<file path="config.mk">
export PLATFORM = sky130hd
export DESIGN_NAME = clock_div_ctrl
export DESIGN_NICKNAME = d
export VERILOG_FILES = /design/src/rtl/clock_div_ctrl.sv
export SDC_FILE = /design/constraint.sdc
export NUM_CORES = 1
export LEC_CHECK = 0
export ABC_AREA = 0
export BUFFER_PORTS_ARGS = -buffer_cell sky130_fd_sc_hd__buf_4
export CAP_MARGIN = 20
export CORE_MARGIN = 1
export CORE_UTILIZATION = 57
export CTS_BUF_LIST = sky130_fd_sc_hd__clkbuf_8 sky130_fd_sc_hd__clkbuf_16
export DETAILED_ROUTE_END_ITERATION = 6
export MAX_ROUTING_LAYER = met4
export PLACE_DENSITY_LB_ADDON = 0.12
export SLEW_MARGIN = 30
export SYNTH_ARGS = -nofsm -noshare
export SYNTH_HDL_FRONTEND = slang
export SYNTH_SLANG_ARGS = --single-unit
</file>
<file path="constraint.sdc">
create_clock -name clkin -period 5.1 [get_ports clkin]
set_input_delay 0 -clock clkin [delete_from_list [all_inputs] [get_ports clkin]]
set_output_delay 0 -clock clkin [all_outputs]
set_load 0.03 [all_outputs]
</file>
<file path="src/rtl/clock_div_ctrl.sv">
// Run/stop-controlled clock-enable generator with a programmable terminal-count divider.
//
// Ports
//   clkin       in   sole clock, rising edge
//   rst         in   synchronous active-high reset
//   start       in   level, honoured in IDLE: begin counting
//   stop        in   level, honoured in RUN: halt counting (beats terminal count)
//   cfg_valid   in   divisor update request
//   cfg_div     in   requested divisor (0 is stored as 1)
//   cfg_ready   out  a new divisor can be accepted
//   tick        out  one-cycle enable pulse, one per divisor period
//   clkout      out  50% square wave, toggles on every tick
//   busy        out  high while running
//   tick_count  out  wrapping count of ticks issued
//
// Divisor updates accepted while running are parked in a pending register and only take
// effect on a period boundary (terminal count or stop), so no period is ever truncated.
module clock_div_ctrl #(
  parameter int unsigned      WIDTH       = 32,
  parameter logic [WIDTH-1:0] DEFAULT_DIV = 100000000
) (
  input  logic             clkin,
  input  logic             rst,
  input  logic             start,
  input  logic             stop,
  input  logic             cfg_valid,
  input  logic [WIDTH-1:0] cfg_div,
  output logic             cfg_ready,
  output logic             tick,
  output logic             clkout,
  output logic             busy,
  output logic [15:0]      tick_count
);

  typedef enum logic [0:0] {StIdle, StRun} state_e;

  state_e           state_q;
  logic [WIDTH-1:0] cnt_q;
  logic [WIDTH-1:0] div_q;
  logic [WIDTH-1:0] pend_div_q;
  logic             pend_q;
  logic             tick_q;
  logic             clkout_q;
  logic [15:0]      tick_count_q;

  logic             cfg_fire;
  logic [WIDTH-1:0] cfg_div_fixed;
  logic             at_tc;

  always_comb begin
    // A pending update holds off further requests until it has been applied.
    cfg_fire      = cfg_valid && !pend_q;
    cfg_div_fixed = (cfg_div == '0) ? WIDTH'(1) : cfg_div;
    // div_q is never 0, so div_q - 1 cannot wrap.
    at_tc         = (cnt_q == div_q - WIDTH'(1));
  end

  always_ff @(posedge clkin) begin
    if (rst) begin
      state_q      <= StIdle;
      cnt_q        <= '0;
      div_q        <= DEFAULT_DIV;
      pend_div_q   <= '0;
      pend_q       <= 1'b0;
      tick_q       <= 1'b0;
      clkout_q     <= 1'b0;
      tick_count_q <= '0;
    end else begin
      unique case (state_q)
        StIdle: begin
          tick_q <= 1'b0;
          if (cfg_fire) begin
            div_q <= cfg_div_fixed;
          end
          if (start) begin
            state_q <= StRun;
            cnt_q   <= '0;
          end
        end

        StRun: begin
          if (stop) begin
            state_q  <= StIdle;
            cnt_q    <= '0;
            tick_q   <= 1'b0;
            clkout_q <= 1'b0;
            pend_q   <= 1'b0;
            // A request landing on the stop edge is applied along with any parked one;
            // the two cannot coexist because cfg_fire requires no pending value.
            if (cfg_fire) begin
              div_q <= cfg_div_fixed;
            end else if (pend_q) begin
              div_q <= pend_div_q;
            end
          end else if (at_tc) begin
            cnt_q        <= '0;
            tick_q       <= 1'b1;
            clkout_q     <= ~clkout_q;
            tick_count_q <= tick_count_q + 16'd1;
            if (pend_q) begin
              div_q  <= pend_div_q;
              pend_q <= 1'b0;
            end
            // Arriving on this boundary: parked for the following one.
            if (cfg_fire) begin
              pend_div_q <= cfg_div_fixed;
              pend_q     <= 1'b1;
            end
          end else begin
            cnt_q  <= cnt_q + WIDTH'(1);
            tick_q <= 1'b0;
            if (cfg_fire) begin
              pend_div_q <= cfg_div_fixed;
              pend_q     <= 1'b1;
            end
          end
        end

        default: state_q <= StIdle;
      endcase
    end
  end

  assign cfg_ready  = ~pend_q;
  assign tick       = tick_q;
  assign clkout     = clkout_q;
  assign busy       = (state_q == StRun);
  assign tick_count = tick_count_q;

endmodule

</file>
==> results of run 1 <==
## stage by stage
stage	worst slack (ns)	instance area, sq um	hold slack, ns
floorplan	1.76	6790	0.136
global placement	1.24	7220	0.267
detailed placement	1.14	7220	0.277
CTS	1.08	8180	0.0379
global route	0.791	8180	0.111
finish	1.01	8180	0.0441
## worst max path at each step
| stage | startpoint | to | slack [ns] |
|---|---|---|---|
| after floorplan | div_q[0] | tick_count[11] | 1.76 |
| after global placement | div_q[7] | tick_count[15] | 1.24 |
| after detailed placement | div_q[7] | tick_count[15] | 1.14 |
| after CTS | div_q[7] | tick_count[11] | 1.08 |
| after global routing | div_q[7] | tick_count[12] | 0.79 |
| final | div_q[7] | tick_count[11] | 1.01 |
## logic make-up (layout without fill, tap and decap cells)
group                      Yosys count  count (layout)
and+or+nand+nor                    421             421
AOI/OAI and AO/OA                  132             132
DFF                                116             116
xor gates and xnor gates            74              74
buffers and inverters               67             137
muxes                               57              57
adders and majority gates            3               3
## power groups by stage
stage | registers [mW] | logic, mW | clock network (mW)
floorplan | 0.987 | 0.240 | 0
global placement | 1.01 | 0.305 | 0
detailed placement | 1.02 | 0.309 | 0
CTS | 0.997 | 0.332 | 1.29
global route | 1.00 | 0.367 | 1.33
finish | 1.00 | 0.336 | 1.28
## layout by cell type, fill, tap and decap left out, types with 32 or more instances in the layout
master           n
a21oi_1         51
buf_4           64
dlygate4sd3_1   33
nor2_1         126
xnor2_1         42
nand2_1         92
dfxtp_1        115
mux2i_1         46
xor2_1          32
nand3_1         44
## cell usage after synthesis (all sizes together), types with 4 or more instances
library cell / count
nor2: 127
a211oi: 21
buf: 10
a21oi: 51
nand2: 92
and4: 4
dfxtp: 116
mux2: 11
a21o: 5
clkbuf: 49
nand2b: 31
o31ai: 4
nor2b: 18
nand3: 44
mux2i: 46
xnor2: 42
o21ai: 29
inv: 8
and3: 7
a31oi: 4
or2: 5
nand4: 15
or4: 9
or3: 6
nor3: 24
xor2: 32
nor4: 26
## sequential cells by signal, indices dropped and copies added (netlist names)
name	cells
busy	1
clkout	1
cnt_q	32
div_q	32
pend_div_q	32
pend_q	1
tick	1
tick_count	16
## routing by layer
metal  wire [um]  vias to the layer above  part of all wire
met2        8800                      233              0.47
met3        1200                       29             0.063
met1        8560                     3066              0.45
met5           0                        -                 0
li1            -                     3148                 -
met4         313                        0             0.017
## timing repair
action                                  CTS  global route
endpoints found under the setup margin    0             0
hold buffers                             33             0
hold endpoints to repair                 36             0
## worst max-delay path: stages, from the launching register on
cell     delay, ns
dfxtp_1       0.43
nor4_4        0.52
nand4_4       0.26
xnor2_1       0.26
or3b_1        0.35
or4_1         0.41
nor4_2        0.34
nand2_1       0.52
nor4_1        0.50
mux2_2        0.37
## final cells by class
cell class,count,area share
clock buffer,19,0.0553
sequential,116,0.284
timing repair buffer,97,0.0991
multi-input combinational,687,0.514
clock inverter,13,0.0222
tap,143,0.0219
inverter,8,0.00367
==> results.md, run 1 <==
- Leakage: around 2.9 nW
- Global-route wire length before repair: between 30 and 40 mm
- WHS Path Cells: 4
- Grt ovf: 0
- Rows: 39
- PwrDens: 320 nW/um^2
- Placed Cells: between 1,000 and 1,500
- CP Launch Type: flop
- HPWL after DPL: about 13 mm
- Iteration-0 DRC Markers: 560
- Int Pwr: approximately 1.9 mW
- Compound-Gate Fraction of Synth Area: 0.119
- Synth Cell Area: roughly 6800 sq um
- Worst setup EP type: flop
- Post-synth EDFFs: 0
- Die Height: roughly 110 um
- CP Class: reg2reg
- Clock share of power: 0.489
- Routed vias/inst: about 6.0
- Total power: 2.62 mW
- # resized after CTS: 0
- Unrepaired setup endpoints after global routing: no
- DR vias: roughly 6,500
- Slew @ Worst Pin: 0.913 ns
- Clock root cell: clkbuf_16
- Initial Util: 0.589
- Synth async-reset ratio: 0
- GP Congestion: a little under 0.9
- Net switching share of the total power: 0.263
- Register area share after synthesis: 0.342
- GRT Util Overall: 0.325
- Met3 Use GR: 0.0590
- Failing checks: DRC
- Post-route clock period utilization: 0.801
- Avg Inst Size Synth: 7.80 sq um
- Post-synthesis mux area share: 0.0861
- Hold path start: cfg_div[0]
- Share of cells above drive strength 1: 0.135
- Adder-cell area share of the yosys netlist: 0.00553
- Post-Synth Simple-Gate Area: 0.312
- Status: finished with violations
- Yosys warns: 0
- NetSw: about 690 uW
- Synth Flop Type: dfxtp_1
- Fillers: around 900
- Finished Layout Cells: around 1,100
- Post-CTS Setup Bufs: 0
- Flops & latches, synth: 116
- Final Hold Viols: 0
- R2R cell count: 9
- Fin util: 0.711
- IO buf count: 56
- Multi-input gate area: between 4000 and 5000 sq um
- Top cells by area, synth: dfxtp_1, nor2_1, mux2i_1
- Top cell type's share of synthesized area: 0.342
- TNS Setup: 0 ns
- Clock Latency Late Sink: around 0.42 ns
- M2 GR Usage: 0.514
- Syn_nets: 910
- Syn-to-layout area delta: 20.6%
- Slew headroom: 0.391
- Data required time of the worst path: between 5 and 6 ns
- Num CTS Buffers: 17
- Die area: ~12,000 sq um
- Final #Nets: a little under 1,000
- Netlist cell types: slightly below 60
- Max Clk Rate: 245 MHz
- Clk slew on worst S/H paths: approximately 0.060 ns
- CTS tree: yes
- Register Area: roughly 2300 sq um
- Global routing's busiest layer: met2
- R2r setup slk: between 1 and 1.5 ns
- Htree depth: 4
- Vias in the first global route: ~6,000
- GRT met1 Usage: 0.420
- Maxcap violations: 0
- CTS Buffer Depth: 2
- Clock Sinks: between 100 and 150
- Main combinational cell family by area after synthesis: simple AND/OR/NAND/NOR gates
- Hold WC Path Type: in2reg
- Die Wd: between 100 and 150 um
- Peak supply drop: about 0.27 mV
- Comb power frac: 0.128
- Largest area contributor in the netlist: dfxtp_1
- Sequential power share: 0.382
- ANT cells: 0
- Largest net degree at the start of global routing: approximately 70
- CP arrival: about 4.4 ns
- DRC: 2
- CP max FO: 21
- Critical R2R Capture: tick_count[11]
- Synth Instances: a little under 900
- CORE AREA: 11,500 sq um
- Post-DRT Antenna Nets: 0
- Skew final: 0.00861 ns
- TritonRoute pass-1 iters: 7
- Antenna violations before repair: 0
- I/O pin count: 57
- Per-cell routed wire length: around 17 um
- Synthesized-area fraction occupied by xor and xnor cells: 0.0955
- Setup violators final: 0
- Drt total wl: roughly 19 mm
- Period minus WS final: just over 4 ns
- Hold EP: pend_div_q[0]
- Pins over their slew limit: 0
- Reg2reg start: div_q[7]
Note: power is estimated with default switching activity, not from simulation.
==> run 2, diff against run 1 <==
--- a/config.mk
+++ b/config.mk
@@ -9,7 +9,7 @@
 export BUFFER_PORTS_ARGS = -buffer_cell sky130_fd_sc_hd__buf_4
 export CAP_MARGIN = 20
 export CORE_MARGIN = 1
-export CORE_UTILIZATION = 57
+export CORE_UTILIZATION = 55
 export CTS_BUF_LIST = sky130_fd_sc_hd__clkbuf_8 sky130_fd_sc_hd__clkbuf_16
 export DETAILED_ROUTE_END_ITERATION = 6
 export MAX_ROUTING_LAYER = met4
==> constraint.sdc (replaced) <==
create_clock -name clkin -period 3.7 [get_ports clkin]
set_input_delay 0 -clock clkin [delete_from_list [all_inputs] [get_ports clkin]]
set_output_delay 0 -clock clkin [all_outputs]
set_load 0.03 [all_outputs]
==> run 2 against run 1 <==
The run now ends clean. Worst setup slack worse by 0.83 ns. Count of clock-buffer cells in the layout down 1. Largest cell class unchanged. Sequential share of layout area down 0.69 points. Maximum frequency up 16%. Utilization down 1.2 points. Power up 32%. Clock skew up 0.00058 ns. Clock power up 23%. Die area up 3.6%. Final cell count up 2.2%. Sequential power up 37%.
==> results.md, run 2 (synthesized netlist as in run 1, its figures left out) <==
- R2R cell count: 12 (+3)
- Die Height: 113 um (+1.8%)
- CTS Buffer Depth: 2 (unchanged)
- Skew final: 0.00919 ns (+0.000576 ns)
- Slew @ Worst Pin: 0.939 ns (+0.0255 ns)
- GRT Util Overall: 0.315 (-0.0104)
- Final #Nets: 990 (+2.4%)
- Drt total wl: 18.9 mm (+0.10%)
- Maxcap violations: 0 (unchanged)
- Grt ovf: 0 (unchanged)
- Fin util: 0.698 (-0.0123)
- Iteration-0 DRC Markers: 541 (-3.4%)
- Die area: 12,800 sq um (+3.6%)
- CORE AREA: 12,000 sq um (+4.3%)
- CP max FO: 21 (unchanged)
- ANT cells: 0 (unchanged)
- Slew headroom: 0.374 (-0.0170)
- Vias in the first global route: 6,176 (+1.7%)
- Share of cells above drive strength 1: 0.163 (+0.0274)
- Hold path start: cfg_div[0]
- Pins over their slew limit: 0 (unchanged)
- Worst setup EP type: flop
- Post-DRT Antenna Nets: 0 (unchanged)
- Hold EP: pend_div_q[0]
- Die Wd: 113 um (+1.8%)
- Clock root cell: clkbuf_16
- Peak supply drop: 0.441 mV (+62%)
- Status: finished clean
- Biggest regs: cnt_q: 32 flops, div_q: 32 flops, pend_div_q: 32 flops
- CP Launch Type: flop
- DR vias: 6,465 (-0.17%)
- Global-route wire length before repair: 30.7 mm (-0.18%)
- IO buf count: 56 (unchanged)
- CP max-delay cell: or4_1
- Rows: 40 (+2.6%)
- Most frequent cells in the layout: nor2_1, dfxtp_1, nand2_1
- Per-cell routed wire length: 17.1 um (-2.1%)
- Data required time of the worst path: 4.01 ns (-1.40 ns)
- Final Hold Viols: 0 (unchanged)
- TritonRoute pass-1 iters: 4 (-3)
- Largest net degree at the start of global routing: 100 (+39%)
- Max Clk Rate: 285 MHz (+16%)
- CTS tree: yes
- Setup ws final: 0.185 ns (-0.827 ns)
- Antenna violations before repair: 0 (unchanged)
- Syn-to-layout area delta: 23.6%
- R2r setup slk: 0.19 ns (-0.83 ns)
- TNS Setup: 0 ns (unchanged)
- Num CTS Buffers: 17 (unchanged)
- Period minus WS final: 3.51 ns (-0.573 ns)
- Clock Latency Late Sink: 0.42 ns (about the same)
- Initial Util: 0.565 (-0.0243)
- CP arrival: 3.82 ns (-0.58 ns)
- I/O pin count: 57 (unchanged)
- Routed vias/inst: 5.84 (-2.3%)
- Clk slew on worst S/H paths: 0.06 ns (about the same)
- Leakage: 2.99 nW (+4.0%)
- Critical R2R Capture: tick_count[12]
- PwrDens: 413 nW/um^2 (+29%)
- GP Congestion: 0.884 (-0.95%)
- Post-route clock period utilization: 0.950 (+0.148)
- CP Cell Sequence: inv_1 -> ha_2 -> or3b_2 -> nor3_2 -> xnor2_1 -> nand3_1 -> or4_1 -> nor4_4 -> nand2_1 -> buf_6 -> nor4_2 -> mux2_2
- Reg2reg start: div_q[1]
- Htree depth: 4 (unchanged)
- Setup slack at placement: 0.0278 ns (-1.11 ns)
- CP Class: reg2reg
- Clock Sinks: 116 (unchanged)
- Crit-path max cell delay: 0.53 ns (about the same)
- Setup violators final: 0 (unchanged)
- Hold WC Path Type: in2reg
- DRC: 0 (-2)
- WHS Path Cells: 4 (unchanged)
- Commonest non-fill, non-tap cell in the layout: nor2_1
- HPWL after DPL: 12.7 mm (about the same)
-- run 2: cell types whose count changed in the layout (fill, tap and decap cells not counted), sizes merged --
cell,before,now
clkinv,3,5
bufinv,4,2
inv,10,9
clkbuf,19,18
buf,64,86
nand4,15,16
clkinvlp,4,3
-- run 2: worst max-delay path by stage --
| stage | start | to | slack, ns | cells after the start |
|---|---|---|---|---|
| 2_1_floorplan | div_q[0] | tick_count[11] | 0.36 | 12 |
| 3_3_place_gp | div_q[1] | tick_count[15] | 0.15 | 12 |
| 3_5_place_dp | div_q[1] | tick_count[15] | 0.03 | 12 |
| 4_1_cts | div_q[1] | tick_count[15] | 0.007 | 12 |
| 5_1_grt | div_q[1] | tick_count[11] | -0.05 | 12 |
| 6_report | div_q[1] | tick_count[12] | 0.19 | 12 |
-- run 2: what timing repair did --
item | CTS | global route
endpoints found under the setup margin | 0 | 43
buffers inserted | 0 | 6
hold buffers | 33 | 0
endpoints found under the hold margin | 36 | 0
gates resized for setup | 0 | 15
-- run 2: routing by layer --
metal	track usage	share of wire	vias to the layer above
li1	-	-	3191
met3	0.0659	0.054	20
met5	-	0	-
met4	0.0711	0.011	0
met1	0.420	0.47	3079
met2	0.490	0.47	175
-- run 2: power breakdown --
group,leakage [nW],total (mW),switching (mW),internal [mW]
clock network,0.270,1.57,0.583,0.987
logic,1.78,0.519,0.281,0.238
registers,0.943,1.37,0.0784,1.29
total,2.99,3.46,0.942,2.52
-- run 2: through the flow --
step	cells	power [mW]	hold slack [ns]	area [sq um]
finish	1107	3.46	0.0194	8390
detailed placement	1038	1.85	0.273	7360
global placement	1038	1.84	0.265	7360
floorplan	870	1.69	0.136	6790
global route	1107	3.58	0.0930	8390
CTS	1100	3.43	0.0194	8240
-- run 2: worst max-delay path: cells and delay by family (launching register included) --
family / cells / cell delay (ns)
multiplexers: 1 / 0.36
adder cells (fa/ha/maj): 1 / 0.20
flip-flops: 1 / 0.35
buffers and inverters: 2 / 0.29
XOR/XNOR: 1 / 0.17
AND/OR/NAND/NOR: 7 / 2.03
-- run 2: layout make-up --
class	instances	area, sq um
fill	978	3620
multi-input combinational	688	4300
clock inverter	11	115
timing repair buffer	119	992
tap	147	184
sequential	116	2320
clock buffer	18	439
inverter	8	30.0
